--- config.mk ---
export PLATFORM = sky130hd
export DESIGN_NAME = transmitter_buffer
export DESIGN_NICKNAME = d
export VERILOG_FILES = /design/src/rtl/transmitter_buffer.sv
export SDC_FILE = /design/constraint.sdc
export NUM_CORES = 1
export LEC_CHECK = 0
export BUFFER_PORTS_ARGS = -buffer_cell sky130_fd_sc_hd__clkbuf_2
export CAP_MARGIN = 10
export CORE_MARGIN = 2
export CORE_UTILIZATION = 30
export DETAILED_ROUTE_END_ITERATION = 10
export PLACE_DENSITY = 0.57
export SETUP_SLACK_MARGIN = 0.1
export SLEW_MARGIN = 20
export SYNTH_ARGS = -nofsm -noshare
export SYNTH_HDL_FRONTEND = slang
export SYNTH_SLANG_ARGS = --single-unit
--- constraint.sdc ---
create_clock -name clk -period 9.3 [get_ports clk]
set_clock_uncertainty 0.15 [all_clocks]
set_input_delay 0 -clock clk [delete_from_list [all_inputs] [get_ports clk]]
set_output_delay 0 -clock clk [all_outputs]
set_load 0.02 [all_outputs]
--- src/rtl/transmitter_buffer.sv ---
// transmitter_buffer: byte FIFO plus transmit sequencer feeding the UART
// transmitter data synchronizer. Narrow pushes store one byte. Wide pushes
// store two bytes, low byte first. Each byte is issued with a one-cycle valid
// pulse. The next byte waits until the transmitter busy bit has risen and
// fallen again.
// Optional feature macro: TRANSMITTER_BUFFER_TIMEOUT_EN enables the busy-rise
// timeout. Without it, WAIT_HIGH waits indefinitely and handshake_timeout is 0.
`timescale 1ns/1ps

module transmitter_buffer #(
  parameter int unsigned DATA_WIDTH     = 8,
  parameter int unsigned FIFO_DEPTH     = 8,
  parameter int unsigned TIMEOUT_CYCLES = 255
) (
  input  logic                          clk,
  input  logic                          reset,
  input  logic                          write_enable,
  input  logic                          write_wide,
  input  logic [2*DATA_WIDTH-1:0]       write_data,
  output logic                          full,
  output logic                          empty,
  output logic [$clog2(FIFO_DEPTH):0]   fill_level,
  output logic                          overflow,
  input  logic                          transmitter_busy_synchronized,
  output logic                          transmitter_parallel_data_valid,
  output logic [DATA_WIDTH-1:0]         transmitter_parallel_data,
  output logic                          handshake_timeout
);

  localparam int unsigned PTR_W = $clog2(FIFO_DEPTH);
  localparam int unsigned CNT_W = PTR_W + 1;

  localparam logic [1:0] IDLE      = 2'd0;
  localparam logic [1:0] ISSUE     = 2'd1;
  localparam logic [1:0] WAIT_HIGH = 2'd2;
  localparam logic [1:0] WAIT_LOW  = 2'd3;

  // Reject illegal configurations at elaboration
  if (FIFO_DEPTH < 2 || (FIFO_DEPTH & (FIFO_DEPTH - 1)) != 0 ||
      TIMEOUT_CYCLES < 1 || TIMEOUT_CYCLES > 255) begin : g_param_check
    $error("transmitter_buffer: FIFO_DEPTH must be a power of two >= 2, TIMEOUT_CYCLES in 1..255");
  end

  logic [1:0]            state;
  logic [1:0]            state_next;
  logic [DATA_WIDTH-1:0] mem [FIFO_DEPTH];
  logic [PTR_W-1:0]      wr_ptr;
  logic [PTR_W-1:0]      rd_ptr;
  logic [CNT_W-1:0]      free_slots;
  logic [CNT_W-1:0]      need_slots;
  logic [CNT_W-1:0]      fill_next;
  logic                  push_ok;
  logic                  pop;
  logic                  timeout_hit;

  // Push admission: free slots are judged before any same-cycle pop
  always_comb begin
    need_slots = write_wide ? CNT_W'(2) : CNT_W'(1);
    free_slots = CNT_W'(FIFO_DEPTH) - fill_level;
    push_ok    = write_enable && (free_slots >= need_slots);
    pop        = (state == ISSUE);
    fill_next  = fill_level + (push_ok ? need_slots : '0) - CNT_W'(pop);
  end

  // Storage array: contents need no reset, the pointers define validity
  always_ff @(posedge clk) begin
    if (push_ok) begin
      mem[wr_ptr] <= write_data[DATA_WIDTH-1:0];
      if (write_wide) begin
        mem[wr_ptr + PTR_W'(1)] <= write_data[2*DATA_WIDTH-1:DATA_WIDTH];
      end
    end
  end

`ifdef TRANSMITTER_BUFFER_TIMEOUT_EN
  logic [7:0] wait_cnt;

  // Count cycles spent waiting for busy to rise; cleared while issuing
  always_ff @(posedge clk or negedge reset) begin
    if (!reset) begin
      wait_cnt          <= '0;
      handshake_timeout <= 1'b0;
    end else begin
      handshake_timeout <= timeout_hit;
      if (state == ISSUE) begin
        wait_cnt <= '0;
      end else if (state == WAIT_HIGH) begin
        wait_cnt <= wait_cnt + 8'd1;
      end
    end
  end
`else
  assign handshake_timeout = 1'b0;
`endif

  // Next-state logic for the transmit sequencer
  always_comb begin
    state_next  = state;
    timeout_hit = 1'b0;
    case (state)
      IDLE: begin
        if (!empty && !transmitter_busy_synchronized) state_next = ISSUE;
      end
      ISSUE: begin
        state_next = WAIT_HIGH;
      end
      WAIT_HIGH: begin
        if (transmitter_busy_synchronized) begin
          state_next = WAIT_LOW;
        end
`ifdef TRANSMITTER_BUFFER_TIMEOUT_EN
        else if (wait_cnt == 8'(TIMEOUT_CYCLES - 1)) begin
          state_next  = IDLE;
          timeout_hit = 1'b1;
        end
`endif
      end
      WAIT_LOW: begin
        if (!transmitter_busy_synchronized) state_next = IDLE;
      end
      default: state_next = IDLE;
    endcase
  end

  // State, pointers, fill level and registered outputs
  always_ff @(posedge clk or negedge reset) begin
    if (!reset) begin
      state                           <= IDLE;
      wr_ptr                          <= '0;
      rd_ptr                          <= '0;
      fill_level                      <= '0;
      empty                           <= 1'b1;
      full                            <= 1'b0;
      overflow                        <= 1'b0;
      transmitter_parallel_data_valid <= 1'b0;
      transmitter_parallel_data       <= '0;
    end else begin
      state                           <= state_next;
      fill_level                      <= fill_next;
      empty                           <= (fill_next == '0);
      full                            <= (fill_next == CNT_W'(FIFO_DEPTH));
      overflow                        <= write_enable && !push_ok;
      transmitter_parallel_data_valid <= pop;
      if (push_ok) begin
        wr_ptr <= wr_ptr + PTR_W'(need_slots);
      end
      if (pop) begin
        rd_ptr                    <= rd_ptr + PTR_W'(1);
        transmitter_parallel_data <= mem[rd_ptr];
      end
    end
  end

endmodule

Yosys cells after proc, flatten, opt, wreduce, memory -nomap -nowiden --
Memory sizes are Yosys's and may differ from the RTL's. A register that Yosys moved wholly into a read port is not among the register bits. Cells that the tools add are included.
Storage, ports and cells: RAM bits 64, memories kept 1, register bits after elaboration 16, output and inout bits 17, logic and storage cells 44, bits of input ports 21
Memory list:
- mem | depth 8, width 8, read ports 1, clocked after Yosys merged registers in 1, wr ports 2, line 46 | logic [DATA_WIDTH-1:0] mem [FIFO_DEPTH];
Operators by class: reductions and logical operators 10, magnitude comparators 1, multiplexer cells 11, add/subtract/negate cells 6, eq/ne operators 7
Operators by type and width (count):
- 2-bit 2-to-1 mux | 5
- 2-bit case mux with 4 select lines | 1
- 3-bit by 1-bit adder with 3-bit output (second input constant) | 2
- 2-bit inequality test (second input constant) | 3
- 1-bit 2-to-1 mux | 5
- 4-bit by 2-bit adder with 4-bit output | 1
- 2-bit == test (second input constant) | 2
- 4-bit == test (second input constant) | 1
- 4-bit by 2-bit >= comparator with 1-bit output | 1
- 1-bit zero test | 4
- 4-bit zero test | 1
- 4-bit by 1-bit subtractor with 4-bit output | 1
- 4-bit subtractor (first input constant) | 1
- 3-bit by 2-bit adder with 3-bit output | 1
- 1-bit logical AND | 3
- 3-bit AND reduction | 1
- 2-bit by 1-bit == test with 1-bit output (second input constant) | 1
- 2-bit zero test | 1

Longest topological paths before layout --
depth after elaboration 7, depth in mapped cells 14, mapped depth without buffers 13

Worst setup path after synthesis --
No wires, ideal clock.
path kind register to register, start point register fill_level[0], end point register full, slack 5.904 ns, required time 9.077 ns, period minus slack after synthesis 3.396 ns, cell stages (with the launch flop) 14, arrival 3.173 ns, setup time 0.073 ns, buffers on the path 1, cells stage by stage dfrtp_1 -> inv_1 -> ha_1 -> ha_1 -> a211oi_4 -> and2_0 -> buf_2 -> or3_1 -> ha_1 -> inv_1 -> fa_1 -> xor2_1 -> or3_1 -> nor2b_1
On the way: word-level cells in the longest chain between the ends 7
Ends and longest elaborated chain:
- from (decl) | line 22 | output logic [$clog2(FIFO_DEPTH):0] fill_level,
- from (signal assigned) | line 139 | fill_level <= fill_next;
- 4-bit subtractor | line 59 | free_slots = CNT_W'(FIFO_DEPTH) - fill_level;
- 4-bit by 2-bit >= comparator with 1-bit output | line 60 | push_ok = write_enable && (free_slots >= need_slots);
- 1-bit logical AND | line 60
- 2-bit 2-to-1 mux | line 62 | fill_next = fill_level + (push_ok ? need_slots : '0) - CNT_W'(pop);
- 4-bit by 2-bit adder with 4-bit output * | line 62
- 4-bit by 1-bit subtractor with 4-bit output * | line 62
- named net fill_next[2] | line 51 | logic [CNT_W-1:0] fill_next;
- 4-bit == test * | line 141 | full <= (fill_next == CNT_W'(FIFO_DEPTH));
- to (signal assigned) | line 141
- to (decl) | line 20 | output logic full,
Mark *: on every way through the listed nets, which the timed path passes. The rest lies on a longest branch. A chain may end at the register's enable or synchronous reset.

Worst setup path after layout --
Same ends and word-level chain as after synthesis.

==> results by group <==
Power and ir drop
  • Pwr dens: 321 nW/um^2
  • Leakage: 2.12 nW
  • Peak supply drop: 0.000113 V
  • Pwr Total: 0.00185 W

Global routing
  • Largest net degree at the start of global routing: 25
  • Total congestion overflow: 0
  • First-pass GRT wire length: 17.0 mm
  • Vias in the first global route: 2895
  • Antenna violations before repair: 0
  • All-Layer GR Usage: 13.9%

Synth
  • Main synth FF type: edfxtp_1
  • Post-synth EDFFs: 64
  • Async SR Flop Fraction: 27.3%
  • Count of cell types in the netlist: 39
  • Yosys top cell area share: 40.9%
  • Syn Inst Count: 310
  • Post-Syn Area: 4700 um^2
  • Synthesized Nets: 349
  • Area leader, netlist: edfxtp_1
  • Flops & latches, synth: 88
  • Synth area leaders: edfxtp_1 41%, mux2_2 15%, dfrtp_1 12%
  • Yosys warnings: 0
  • Mapped Avg Cell Area: 15.2 um^2
  • Seq/Total Area, Yosys: 53.7%

Clocking
  • Worst skew pair latency: 0.34 ns
  • CTS tree: built
  • Post_cts resized: 0
  • CTS root buf: clkbuf_16
  • Total CTS buffers: 9
  • Clock Path Buffers: 2
  • H-tree levels: 3
  • Clk pin slew, worst setup/hold paths: 0.06 ns
  • Sink Count: 88

Timing
  • Final worst path period need: 4.08 ns
  • Worst slew pin tran: 1.10 ns
  • RSZ-0062 raised after global routing: false
  • Setup Viol. Count Final: 0
  • Period Utilization, post-route: 43.9%
  • Fin. Hold Viols: 0
  • Setup TNS: 0 ns
  • Max-slew headroom: 26.4%
  • FMAX: 0.245 GHz
  • Slew Viols, Final: 0

Die
  • I/O pin count: 38
  • Die extent in x: 129 um
  • Starting density of the core: 30.8%
  • Die span in y: 129 um
  • Row count: 45
  • Die area: 16700 um^2
  • CORE AREA: 15300 um^2

Critical path
  • Worst path most repeated cell: ha_1
  • CP peak stage delay: 0.82 ns
  • Worst endpoint required time: 9.42 ns
  • Crit Path Max Fanout: 12
  • R2r worst-path depth: 11
  • Crit Path Category: reg2reg
  • CP startpoint kind: flip-flop
  • CP Data Arrival Time: 4.20 ns
  • WP depth: 11
  • Buf/Inv on CP: 2
  • Crit. End Element: flip-flop
  • Top delay family on crit path: adder cells
  • Worst-path cell chain: inv_1, ha_1, ha_1, a211oi_4, and2_0, or3_1, ha_1, inv_1, fa_1, or3_1, nor2b_1
  • CP max stage cell: a211oi_4

Placement
  • Buffers on Ports: 36
  • DPL Wire Length: 6.93 mm
  • Cells after DPL: 552
  • Final RePlAce weighted congestion: 0.799

Cells and area
  • Footprint of the multi-input gates: 2060 um^2
  • Area Growth Syn to Fin: 22.4%
  • Fill count: 1451
  • Register area: 2520 um^2
  • Layout cells sized above 1: 39.8%
  • Nets: 418
  • Ant diodes: 0
  • Finished Layout Cells: 595
  • Commonest cells after routing, fill and taps aside: 64 x mux2_2, 64 x edfxtp_1, 36 x clkbuf_2, 27 x dlygate4sd3_1, 23 x dfrtp_1

Detailed routing
  • Number of remaining DRC errors: 0
  • Vias: 2803
  • Drt first pass iters: 4
  • DR WL/cell: 18.1 um
  • DRT iter0 DRCs: 187
  • Routed wire length: 10.8 mm
  • Vias per cell: 4.71
  • ANT nets after route: 0

Min path
  • Hold crit path type: in2async

Outcome
  • Status: complete, no violations

Flow run
  • Max Cap Violations: 0
[area by class of cell]
type / count / share of cell area, %
clock buffers: 11 / 4.05
clock inverters: 5 / 1.87
inverters: 13 / 0.849
multi-input cells: 196 / 35.9
flip-flops and latches: 88 / 43.9
well taps: 211 / 4.59
repair buffers: 71 / 8.88
[cell usage after synthesis, types with 2 or more instances]
library cell and n:
a21oi_1 17, nand2b_1 2, buf_2 7, mux2_2 64, xnor2_1 6, nor2_1 10, fa_1 2, inv_1 13
clkbuf_1 3, edfxtp_1 64, and4b_1 2, xor2_1 4, o21ai_0 3, ha_1 16, a21oi_2 2, nand4_1 2
a21oi_4 7, mux2_1 3, or3_1 6, mux4_2 16, nand2_1 13, mux2i_1 9, dfrtp_1 23
[through the flow]
stage / area [um^2] / hold WS (ns) / utilization [%] / worst slack [ns]
finish: 5750 / 0.0661 / 37.7 / 5.22
global route: 5750 / 0.152 / 37.7 / 4.98
CTS: 5730 / 0.0894 / 37.6 / 5.24
detailed placement: 5120 / -0.0876 / 33.6 / 5.25
global placement: 5120 / -0.0934 / 33.6 / 5.36
floorplan: 4700 / -0.446 / - / 5.90
[repair_timing]
action	4_1_cts	5_1_grt
setup buffers	0	0
hold buffers	27	0
endpoints found under the hold margin	91	0
[cells by family after synthesis]
kind of cell             after synthesis  synth area share [%]
multiplexers                          92                  25.7
flip-flops                            88                  53.7
AND/OR/NAND/NOR                       42                  4.85
AO/OA/AOI/OAI                         33                  5.86
buffers and inverters                 26                  2.85
adder cells (fa/ha/maj)               18                  5.11
XOR/XNOR                              10                  1.86
other                                  1                0.0798
[worst register-to-register path, cell delays in order (launching register included)]
cell and delay (ns):
dfrtp_1 0.41, inv_1 0.08, ha_1 0.30, ha_1 0.31
a211oi_4 0.82, and2_0 0.50, or3_1 0.18, ha_1 0.22
inv_1 0.11, fa_1 0.41, or3_1 0.40, nor2b_1 0.13
[layer usage]
layer	vias to the layer above	global-route usage [%]	wire length (um)
met5	-	0	0
met4	0	5.18	164
met3	8	2.27	480
met2	53	22.8	5270
met1	1425	18.5	4830
li1	1317	-	-
[flip-flops by register name, summed over array words and instances, names as in the netlist]
register                         flops
full                                 1
overflow                             1
mem                                 64
empty                                1
state                                2
transmitter_parallel_data_valid      1
rd_ptr                               3
transmitter_parallel_data            8
fill_level                           4
wr_ptr                               3
[where the power goes]
group	internal (W)	switching (W)	leakage, nW
sequential	0.000567	0.0000932	0.863
combinational	0.000335	0.000433	1.09
clock	0.000264	0.000153	0.164
total	0.00117	0.000680	2.12
[path summary, 6_finish.rpt]
path,from,slack [ns],endpoint
max,fill_level[0]$_DFF_PN0_,5.22,full$_DFF_PN0_
min,reset,0.07,wr_ptr[2]$_DFFE_PN0P_
max reg2reg,fill_level[0]$_DFF_PN0_,5.22,full$_DFF_PN0_
min reg2reg,transmitter_parallel_data[5]$_DFFE_PN0P_,0.37,transmitter_parallel_data[5]$_DFFE_PN0P_
max in group asynchronous,reset,8.51,transmitter_parallel_data[0]$_DFFE_PN0P_
min in group clk,write_wide,0.15,wr_ptr[1]$_DFFE_PN0P_
Note: power is estimated with default switching activity, not from simulation.
